`src/rtl/core_oamdma.sv`:
```
// rtl/core_oamdma.sv - OAM DMA controller: halts the core and copies one 256-byte page to a fixed port
//
// Purpose:
//   A core write of the page number to P_trig_addr halts the core and starts a
//   256-byte copy from {page, 8'h00}..{page, 8'hFF} to P_dest_addr, one read
//   and one write per byte, aligned so that every DMA read falls on a get cycle.
//
// Ports:
//   I_clock        in   system clock, rising edge
//   I_reset        in   asynchronous active-high reset
//   I_mcyc         in   end-of-M-cycle strobe; all state advances only when high
//   I_cpu_addr     in   [15:0] core address
//   I_cpu_wr_data  in   [7:0]  core write data
//   I_cpu_rdwr     in   core direction (1 = read, 0 = write)
//   I_rd_data      in   [7:0]  bus read data, valid with I_mcyc
//   O_addr         out  [15:0] arbitrated bus address
//   O_wr_data      out  [7:0]  arbitrated bus write data
//   O_rdwr         out  arbitrated bus direction (1 = read, 0 = write)
//   O_cpu_ready    out  0 stalls the core
//   O_busy         out  high while a transfer is pending or active

module core_oamdma #(
  parameter logic [15:0] P_trig_addr = 16'h4014,
  parameter logic [15:0] P_dest_addr = 16'h2004
) (
  input  logic        I_clock,
  input  logic        I_reset,
  input  logic        I_mcyc,
  input  logic [15:0] I_cpu_addr,
  input  logic [7:0]  I_cpu_wr_data,
  input  logic        I_cpu_rdwr,
  input  logic [7:0]  I_rd_data,
  output logic [15:0] O_addr,
  output logic [7:0]  O_wr_data,
  output logic        O_rdwr,
  output logic        O_cpu_ready,
  output logic        O_busy
);

  typedef enum logic [2:0] {
    ST_IDLE  = 3'd0,
    ST_HALT  = 3'd1,
    ST_ALIGN = 3'd2,
    ST_READ  = 3'd3,
    ST_WRITE = 3'd4
  } state_t;

  state_t      state_q, state_d;
  logic        parity_q, parity_d;   // 0 = get cycle, 1 = put cycle
  logic [7:0]  page_q, page_d;
  logic [7:0]  index_q, index_d;
  logic [7:0]  data_q, data_d;

  always_ff @(posedge I_clock or posedge I_reset) begin
    if (I_reset) begin
      state_q  <= ST_IDLE;
      parity_q <= 1'b0;
      page_q   <= 8'h00;
      index_q  <= 8'h00;
      data_q   <= 8'h00;
    end else begin
      state_q  <= state_d;
      parity_q <= parity_d;
      page_q   <= page_d;
      index_q  <= index_d;
      data_q   <= data_d;
    end
  end

  always_comb begin
    state_d  = state_q;
    parity_d = parity_q;
    page_d   = page_q;
    index_d  = index_q;
    data_d   = data_q;
    if (I_mcyc) begin
      parity_d = ~parity_q;
      case (state_q)
        ST_IDLE: begin
          if (!I_cpu_rdwr && (I_cpu_addr == P_trig_addr)) begin
            page_d  = I_cpu_wr_data;
            index_d = 8'h00;
            state_d = ST_HALT;
          end
        end
        ST_HALT: begin
          // The core only honours the halt on a read cycle; writes run through.
          // Current parity 1 means the following cycle is a get, so the read
          // can start immediately; otherwise burn one cycle in ALIGN.
          if (I_cpu_rdwr) begin
            state_d = parity_q ? ST_READ : ST_ALIGN;
          end
        end
        ST_ALIGN: begin
          state_d = ST_READ;
        end
        ST_READ: begin
          data_d  = I_rd_data;
          state_d = ST_WRITE;
        end
        ST_WRITE: begin
          index_d = index_q + 8'h01;
          state_d = (index_q == 8'hFF) ? ST_IDLE : ST_READ;
        end
        default: begin
          state_d = ST_IDLE;
        end
      endcase
    end
  end

  // Bus ownership depends only on registered state; pass-through otherwise.
  always_comb begin
    O_addr    = I_cpu_addr;
    O_wr_data = I_cpu_wr_data;
    O_rdwr    = I_cpu_rdwr;
    case (state_q)
      ST_READ: begin
        O_addr    = {page_q, index_q};
        O_wr_data = data_q;
        O_rdwr    = 1'b1;
      end
      ST_WRITE: begin
        O_addr    = P_dest_addr;
        O_wr_data = data_q;
        O_rdwr    = 1'b0;
      end
      default: begin
        O_addr    = I_cpu_addr;
        O_wr_data = I_cpu_wr_data;
        O_rdwr    = I_cpu_rdwr;
      end
    endcase
  end

  assign O_cpu_ready = (state_q == ST_IDLE);
  assign O_busy      = ~O_cpu_ready;

endmodule
```
`config.mk`:
```
export PLATFORM = sky130hd
export DESIGN_NAME = core_oamdma
export DESIGN_NICKNAME = d
export VERILOG_FILES = /design/src/rtl/core_oamdma.sv
export SDC_FILE = /design/constraint.sdc
export NUM_CORES = 1
export LEC_CHECK = 0
export ABC_CLOCK_PERIOD_IN_PS = 1870
export BUFFER_PORTS_ARGS = -buffer_cell sky130_fd_sc_hd__buf_2
export CAP_MARGIN = 20
export CORE_MARGIN = 3
export CORE_UTILIZATION = 44
export CTS_CLUSTER_DIAMETER = 60
export DETAILED_ROUTE_END_ITERATION = 8
export PLACE_DENSITY_LB_ADDON = 0.25
export SETUP_SLACK_MARGIN = 0.2
export SLEW_MARGIN = 20
export SYNTH_ARGS = -nofsm -noshare
export SYNTH_HDL_FRONTEND = slang
export SYNTH_SLANG_ARGS = --single-unit
```
`constraint.sdc`:
```
create_clock -name I_clock -period 1.87 [get_ports I_clock]
set_input_delay 0.374 -clock I_clock [delete_from_list [all_inputs] [get_ports I_clock]]
set_output_delay 0.374 -clock I_clock [all_outputs]
set_load 0.01 [all_outputs]
```
==> results of run 1 <==
[where the power goes]
part	switching [mW]	leakage [nW]	total, mW	internal (mW)
sequential	0.184	0.358	0.969	0.785
clock	0.207	0.0288	0.397	0.189
combinational	0.938	0.919	2.12	1.18
[layer usage]
metal	up-vias	GRT usage [%]	wire length, µm
li1	745	-	-
met1	831	30.95	2270
met2	90	44.55	2957
met3	13	6.408	388
met4	0	11.42	142
met5	-	0	0
[tightest hold or removal path: cells and delay by family]
family | cells | cell delay, ns
buf+inv | 3 | 0.46
[metrics by stage]
stage	cell area [µm²]	utilization, %	instances	hold WS, ns	TNS [ns]
global route	2620	76.12	289	0.1788	-6.971
global placement	2096	60.89	263	0.4513	0
detailed placement	2096	60.89	263	0.4624	-0.07211
finish	2620	76.12	289	0.1344	-4.801
CTS	2456	71.36	282	0.1539	-2.894
floorplan	1675	-	151	0.4394	0
[flip-flops by register name, summed over array words and instances (netlist names)]
signal / count
index_q: 8
state_q: 3
page_q: 8
data_q: 8
parity_q: 1
[final cells by class]
class	count	share of cell area, %
Clock buffer	4	2.101
Inverter	4	0.7641
Multi-Input combinational cell	111	39.35
Sequential cell	28	26.89
Tap cell	46	2.197
Timing Repair Buffer	96	28.70
[cell usage in the layout (no fill, tap or decap), types with 3 or more instances in the layout]
| cell | n |
|---|---|
| nand3_1 | 5 |
| clkbuf_8 | 4 |
| buf_4 | 11 |
| buf_6 | 31 |
| o21ai_2 | 4 |
| nand2_1 | 12 |
| dfrtp_2 | 3 |
| nand2_2 | 5 |
| dfrtp_1 | 25 |
| a22o_1 | 15 |
| o22ai_2 | 3 |
| mux2_4 | 16 |
| buf_2 | 50 |
| mux2_2 | 9 |
[logic make-up (layout without fill, tap and decap cells)]
| kind of cell | Yosys count | count (layout) | synth area share, % |
|---|---|---|---|
| compound gates | 34 | 34 | 15.92 |
| fa+ha+maj | 1 | 1 | 0.7727 |
| buf+inv | 12 | 104 | 4.250 |
| simple gates | 48 | 48 | 16.69 |
| flops | 28 | 28 | 43.28 |
| xor+xnor | 2 | 2 | 1.082 |
| mux | 26 | 26 | 18.01 |
[how the worst max path moves through the flow]
stage,end,slack [ns],depth (start not counted)
final,O_wr_data[5],-0.21,5
after global routing,O_addr[8],-0.25,7
after CTS,O_wr_data[5],-0.17,5
after detailed placement,page_q[2],-0.01,6
after global placement,page_q[7],0.07,6
after floorplan,O_wr_data[1],0.14,6
[what timing repair did]
action / CTS / global route
gates resized for setup: 46 / 27
hold buffers: 0 / 0
buffers inserted: 15 / 7
pin swaps: 9 / 15
gates cloned: 0 / 0
setup endpoints to repair: 42 / 44
==> impl_metrics.csv, run 1 <==
group,metric,value,unit
outcome,status,"finished, violations left",
outcome,violations,"negative setup slack",
placement,portBuffers,62,
sta,grt_setup_unrepaired,"yes",
route,totalWireLength,5757,µm
route,drc,0,
global_route,grt-ovfl-total,0,
cts,clock_latency,0.28,ns
layout,register_area,704.4,µm²
sta,skew,0.002438,ns
yosys,synth.top_cells.by_count,"28 x dfrtp_1, 23 x mux2_2, 17 x nand2_1",
route,drtAntennaViolNets,0,
power_and_ir_drop,power,3.482,mW
cts,clockRootBuffer,"clkbuf_8",
layout,nNetsFinal,281,
yosys,syn-instance-count,151,
global_route,grt_start_max_net_pins,29,
floorplan,ios,63,
layout,fill_cells,221,
layout,area_delta_synth_final,61.82,%
yosys,synth_area,1619,µm²
placement,pre_cts_slack,-0.01382,ns
cts,clkSlewWorstSetupHoldPaths,0.10,ns
layout,diodes,0,
cts,max-clock-path-buffers,2,
setup_path,r2r-start,"state_q[0]",
sta,drv_slew,0,
sta,setup_ws,-0.2090,ns
setup_path,r2r_cells,13,
cts,cts_tree,"built",
yosys,yosysMostFrequentCell,"dfrtp_1",
sta,max_slew.worst_pin.slew,0.3729,ns
setup_path,end_kind,"primary output",
global_route,grt_pass1_wl,8645,µm
route,dr.pass1.iters,4,
yosys,synth_flop_cell,"dfrtp_1",
setup_path,crit_path_max_incr_delay,0.47,ns
floorplan,core_area,3442,µm²
setup_path,cp.buffers_inverters,2,
global_route,antenna_found_initial,0,
setup_path,cp.required,1.50,ns
setup_path,criticalPathCategory,"register to primary output",
floorplan,floorplan.initialDensity,47.04,%
setup_path,cp_slowest_cell,"dfrtp_2",
route,vias,1679,
power_and_ir_drop,cellPowerDensity,1329,nW/µm²
yosys,synthDistinctLibCells,42,
sta,fin_crit_sh,111.2,%
global_route,grt_use_total,26.14,%
placement,gp_congestion,0.8530,
setup_path,crit_chain,"and3_4, nor2_4, buf_12, mux2_4, buf_6",
sta,slew_headroom,75.14,%
cts,htree_levels,1,
yosys,yosysWarningCount,0,
cts,cts_sinks,28,
run,maxCapViolations,0,
floorplan,die-width,66.66,µm
floorplan,placementRows,21,
sta,finalHoldViolCount,0,
yosys,synth-edff-count,0,
yosys,ys_async_sr_fraction,100.0,%
yosys,synth_fp_nets,188,
yosys,yosysTopAreaCell,"dfrtp_1",
floorplan,die_area,4444,µm²
yosys,synth-seq-area-share,43.28,%
route,routed_via_density,5.810,
global_route,grt_pass1_vias,1763,
yosys,synth_seq_cells,28,
setup_path,worstPathMaxFanout,10,
yosys,yosysTopAreaCellShare,43.28,%
yosys,ys_top_cells_by_area,"dfrtp_1 43%, mux2_2 16%, a22o_1 8.1%",
sta,finalSetupViolCount,37,
layout,drive_gt1_share,64.20,%
route,routedWlPerCell,19.92,µm
setup_path,cp-startpoint,"state_q[1]",
setup_path,start_kind,"register",
placement,place_hpwl,3388,µm
floorplan,fp.dieH,66.66,µm
setup_path,reg2reg_slack,-0.12,ns
layout,multi_input_area,1031,µm²
yosys,avgSynthCellArea,10.72,µm²
power_and_ir_drop,leakage,1.305,nW
sta,layout_min_cycle_time,2.079,ns
setup_path,reg2reg_to,"index_q[5]",
power_and_ir_drop,vdd_drop_max,0.0007233,V
route,drt_iter0_drc,194,
setup_path,crit_arrival,1.70,ns
sta,fmax,481.0,MHz
cts,cts_buffers,3,
setup_path,cp_top_family,"flip-flops",
min_path,hp-class,"input port to asynchronous set/reset pin",
Power figures use the tool's default switching activity.
==> run 2: changes to the inputs <==
- ABC_AREA: unset -> 1
- CORE_UTILIZATION: 44 -> 45
==> impl_metrics.csv, run 2 <==
group,metric,value,unit
yosys,ys_async_sr_fraction,100.0,%
global_route,antenna_found_initial,0,
yosys,synth_seq_cells,28,
floorplan,fp.dieH,68.66,µm
placement,gp_congestion,0.8612,
power_and_ir_drop,pwr-share-clk,15.6,%
setup_path,cp-startpoint,"state_q[1]",
route,drt_iter0_drc,187,
yosys,avgSynthCellArea,7.783,µm²
floorplan,floorplan.initialDensity,47.54,%
setup_path,cp-endpoint,"O_addr[14]",
setup_path,reg2reg_slack,0.30,ns
power_and_ir_drop,internal-power,1.816,mW
yosys,synth_fp_nets,264,
yosys,syn-instance-count,227,
power_and_ir_drop,cellPowerDensity,1312,nW/µm²
route,dr.pass1.iters,4,
setup_path,crit_chain,"inv_2, nor3_4, nor2_4, buf_6, a22o_1, buf_2",
power_and_ir_drop,vdd_drop_max,0.0009050,V
setup_path,r2r_cells,8,
layout,drive_gt1_share,38.00,%
cts,htree_levels,1,
layout,fill_cells,340,
yosys,yosysWarningCount,0,
layout,register_area,704.4,µm²
yosys,yosysTopAreaCellShare,39.66,%
layout,reg_top3,"data_q x8, index_q x8, page_q x8",
yosys,synth-edff-count,0,
outcome,violations,"negative setup slack",
cts,cts_tree,"built",
yosys,yosysTopAreaCell,"dfrtp_1",
route,routed_via_density,4.980,
setup_path,crit_arrival,1.62,ns
cts,cts_buffers,3,
layout,area_delta_synth_final,32.72,%
setup_path,cp_slowest_cell,"dfrtp_2",
setup_path,start_kind,"register",
yosys,synth.top_cells.by_count,"63 x nand2_1, 28 x dfrtp_1, 28 x inv_1",
floorplan,die_area,4714,µm²
power_and_ir_drop,leakage,1.260,nW
layout,layout_common_cells,"61 x nand2_1, 61 x buf_2, 26 x inv_1, 25 x dfrtp_1, 19 x nand3_1",
layout,nNetsFinal,338,
sta,slew_headroom,75.90,%
yosys,synth_area,1767,µm²
power_and_ir_drop,p_sw,1.260,mW
layout,multi_input_area,933.4,µm²
setup_path,criticalPathCategory,"register to primary output",
route,totalWireLength,4632,µm
global_route,grt_start_max_net_pins,29,
sta,max_slew.worst_pin.slew,0.3615,ns
layout,fin_area,2345,µm²
setup_path,r2r-start,"state_q[0]",
sta,hold_slack,0.1430,ns
sta,grt_setup_unrepaired,"yes",
placement,portBuffers,62,
global_route,grt_use_total,20.40,%
cts,clock_latency,0.28,ns
global_route,grt_pass1_wl,7189,µm
power_and_ir_drop,switching_share,40.96,%
yosys,ys_top_cells_by_area,"dfrtp_1 40%, nand2_1 13%, mux2_4 6.8%",
sta,fmax,500.8,MHz
sta,drv_slew,0,
global_route,grt-ovfl-total,0,
cts,cts_sinks,28,
cts,max-clock-path-buffers,2,
setup_path,crit_path_max_incr_delay,0.43,ns
route,vias,1733,
yosys,synth-seq-area-share,39.66,%
route,drc,0,
yosys,synth_flop_cell,"dfrtp_1",
setup_path,cp.required,1.50,ns
sta,skew,0.001875,ns
sta,layout_min_cycle_time,1.997,ns
yosys,yosysMostFrequentCell,"nand2_1",
outcome,status,"finished, violations left",
cts,clockRootBuffer,"clkbuf_8",
sta,fin_crit_sh,106.8,%
yosys,synthDistinctLibCells,27,
sta,finalHoldViolCount,0,
run,maxCapViolations,0,
sta,finalSetupViolCount,24,
layout,diodes,0,
floorplan,die-width,68.66,µm
placement,place_hpwl,3304,µm
power_and_ir_drop,power_frac_comb,55.1,%
route,drtAntennaViolNets,0,
floorplan,ios,63,
setup_path,end_kind,"primary output",
floorplan,placementRows,22,
power_and_ir_drop,power_frac_seq,29.3,%
route,routedWlPerCell,13.31,µm
min_path,hp-class,"input port to asynchronous set/reset pin",
setup_path,worstPathMaxFanout,5,
floorplan,core_area,3716,µm²
cts,clkSlewWorstSetupHoldPaths,0.10,ns
layout,final_core_util,63.10,%
sta,setup_ws,-0.1268,ns
setup_path,reg2reg_to,"index_q[6]",
global_route,grt_pass1_vias,1630,
placement,postPlaceCellArea,2117,µm²
## run 2: cell types whose count changed in the layout (fill, tap and decap cells not counted), moves of 9 or more
cell     previous run  this run
inv_1               2        26
nand2_1            12        61
mux2_2              9         0
nor2_1              2        16
a22o_1             15         5
buf_2              50        61
nand3_1             5        19
buf_6              31         5
## run 2: through the flow
step           setup WS (ns)  TNS (ns)  instances  power, mW
6_report             -0.1268    -1.875        348      3.076
5_1_grt              -0.2193    -4.433        348      3.301
2_1_floorplan         0.2613         0        227      1.823
3_3_place_gp          0.1148         0        334      2.240
4_1_cts              -0.1090    -1.819        341      2.881
3_5_place_dp         0.07562         0        334      2.265
## run 2: area by class of cell
class | instances | share of cell area [%]
Multi-Input combinational cell | 159 | 39.81
Sequential cell | 28 | 30.04
Timing Repair Buffer | 74 | 18.52
Inverter | 34 | 5.763
Tap cell | 48 | 2.561
Clock buffer | 3 | 1.761
Clock inverter | 1 | 1.281
Timing Repair inverter | 1 | 0.2668
## run 2: power groups by stage
stage               Sequential [mW]  Clock [mW]  Combinational, mW
floorplan                     0.860           0              0.964
global placement              0.892           0               1.35
detailed placement            0.901           0               1.36
CTS                           0.903       0.491               1.49
global route                  0.919       0.514               1.87
finish                        0.903       0.479               1.69
## run 2: how the worst min path moves through the flow
stage,slack (ns),end,cells past startpoint
floorplan,0.44,data_q[0],1
global placement,0.46,state_q[2],3
detailed placement,0.46,data_q[3],3
CTS,0.15,data_q[3],3
global route,0.17,data_q[5],3
finish,0.14,data_q[6],3
## run 2: repair_timing
action,in CTS,in global routing
setup endpoints to repair,25,32
hold buffers,0,0
pin swaps,6,6
cloned,1,1
resized for setup,16,18
setup buffers,2,6
## run 2: logic make-up after synthesis
| logic type | synth area share (%) |
|---|---|
| multiplexers | 6.799 |
| flip-flops | 39.66 |
| adder cells (fa/ha/maj) | 0.7081 |
| buffers and inverters | 9.632 |
| AO/OA/AOI/OAI | 12.25 |
| XOR/XNOR | 0.4958 |
| AND/OR/NAND/NOR | 30.45 |
## run 2: critical path: cells and delay by family, from the launching register on
kind                   cells  cell delay [ns]
DFF                        1             0.43
buffers and inverters      3             0.35
and+or+nand+nor            2             0.38
AOI/OAI and AO/OA          1             0.18
## run 2: routing by layer
layer	part of all wire (%)	global-route usage, %	vias up
li1	-	-	881
met1	46	27.81	793
met2	47	32.30	54
met3	6.4	3.241	5
met4	1.4	7.940	0
met5	0	0	-
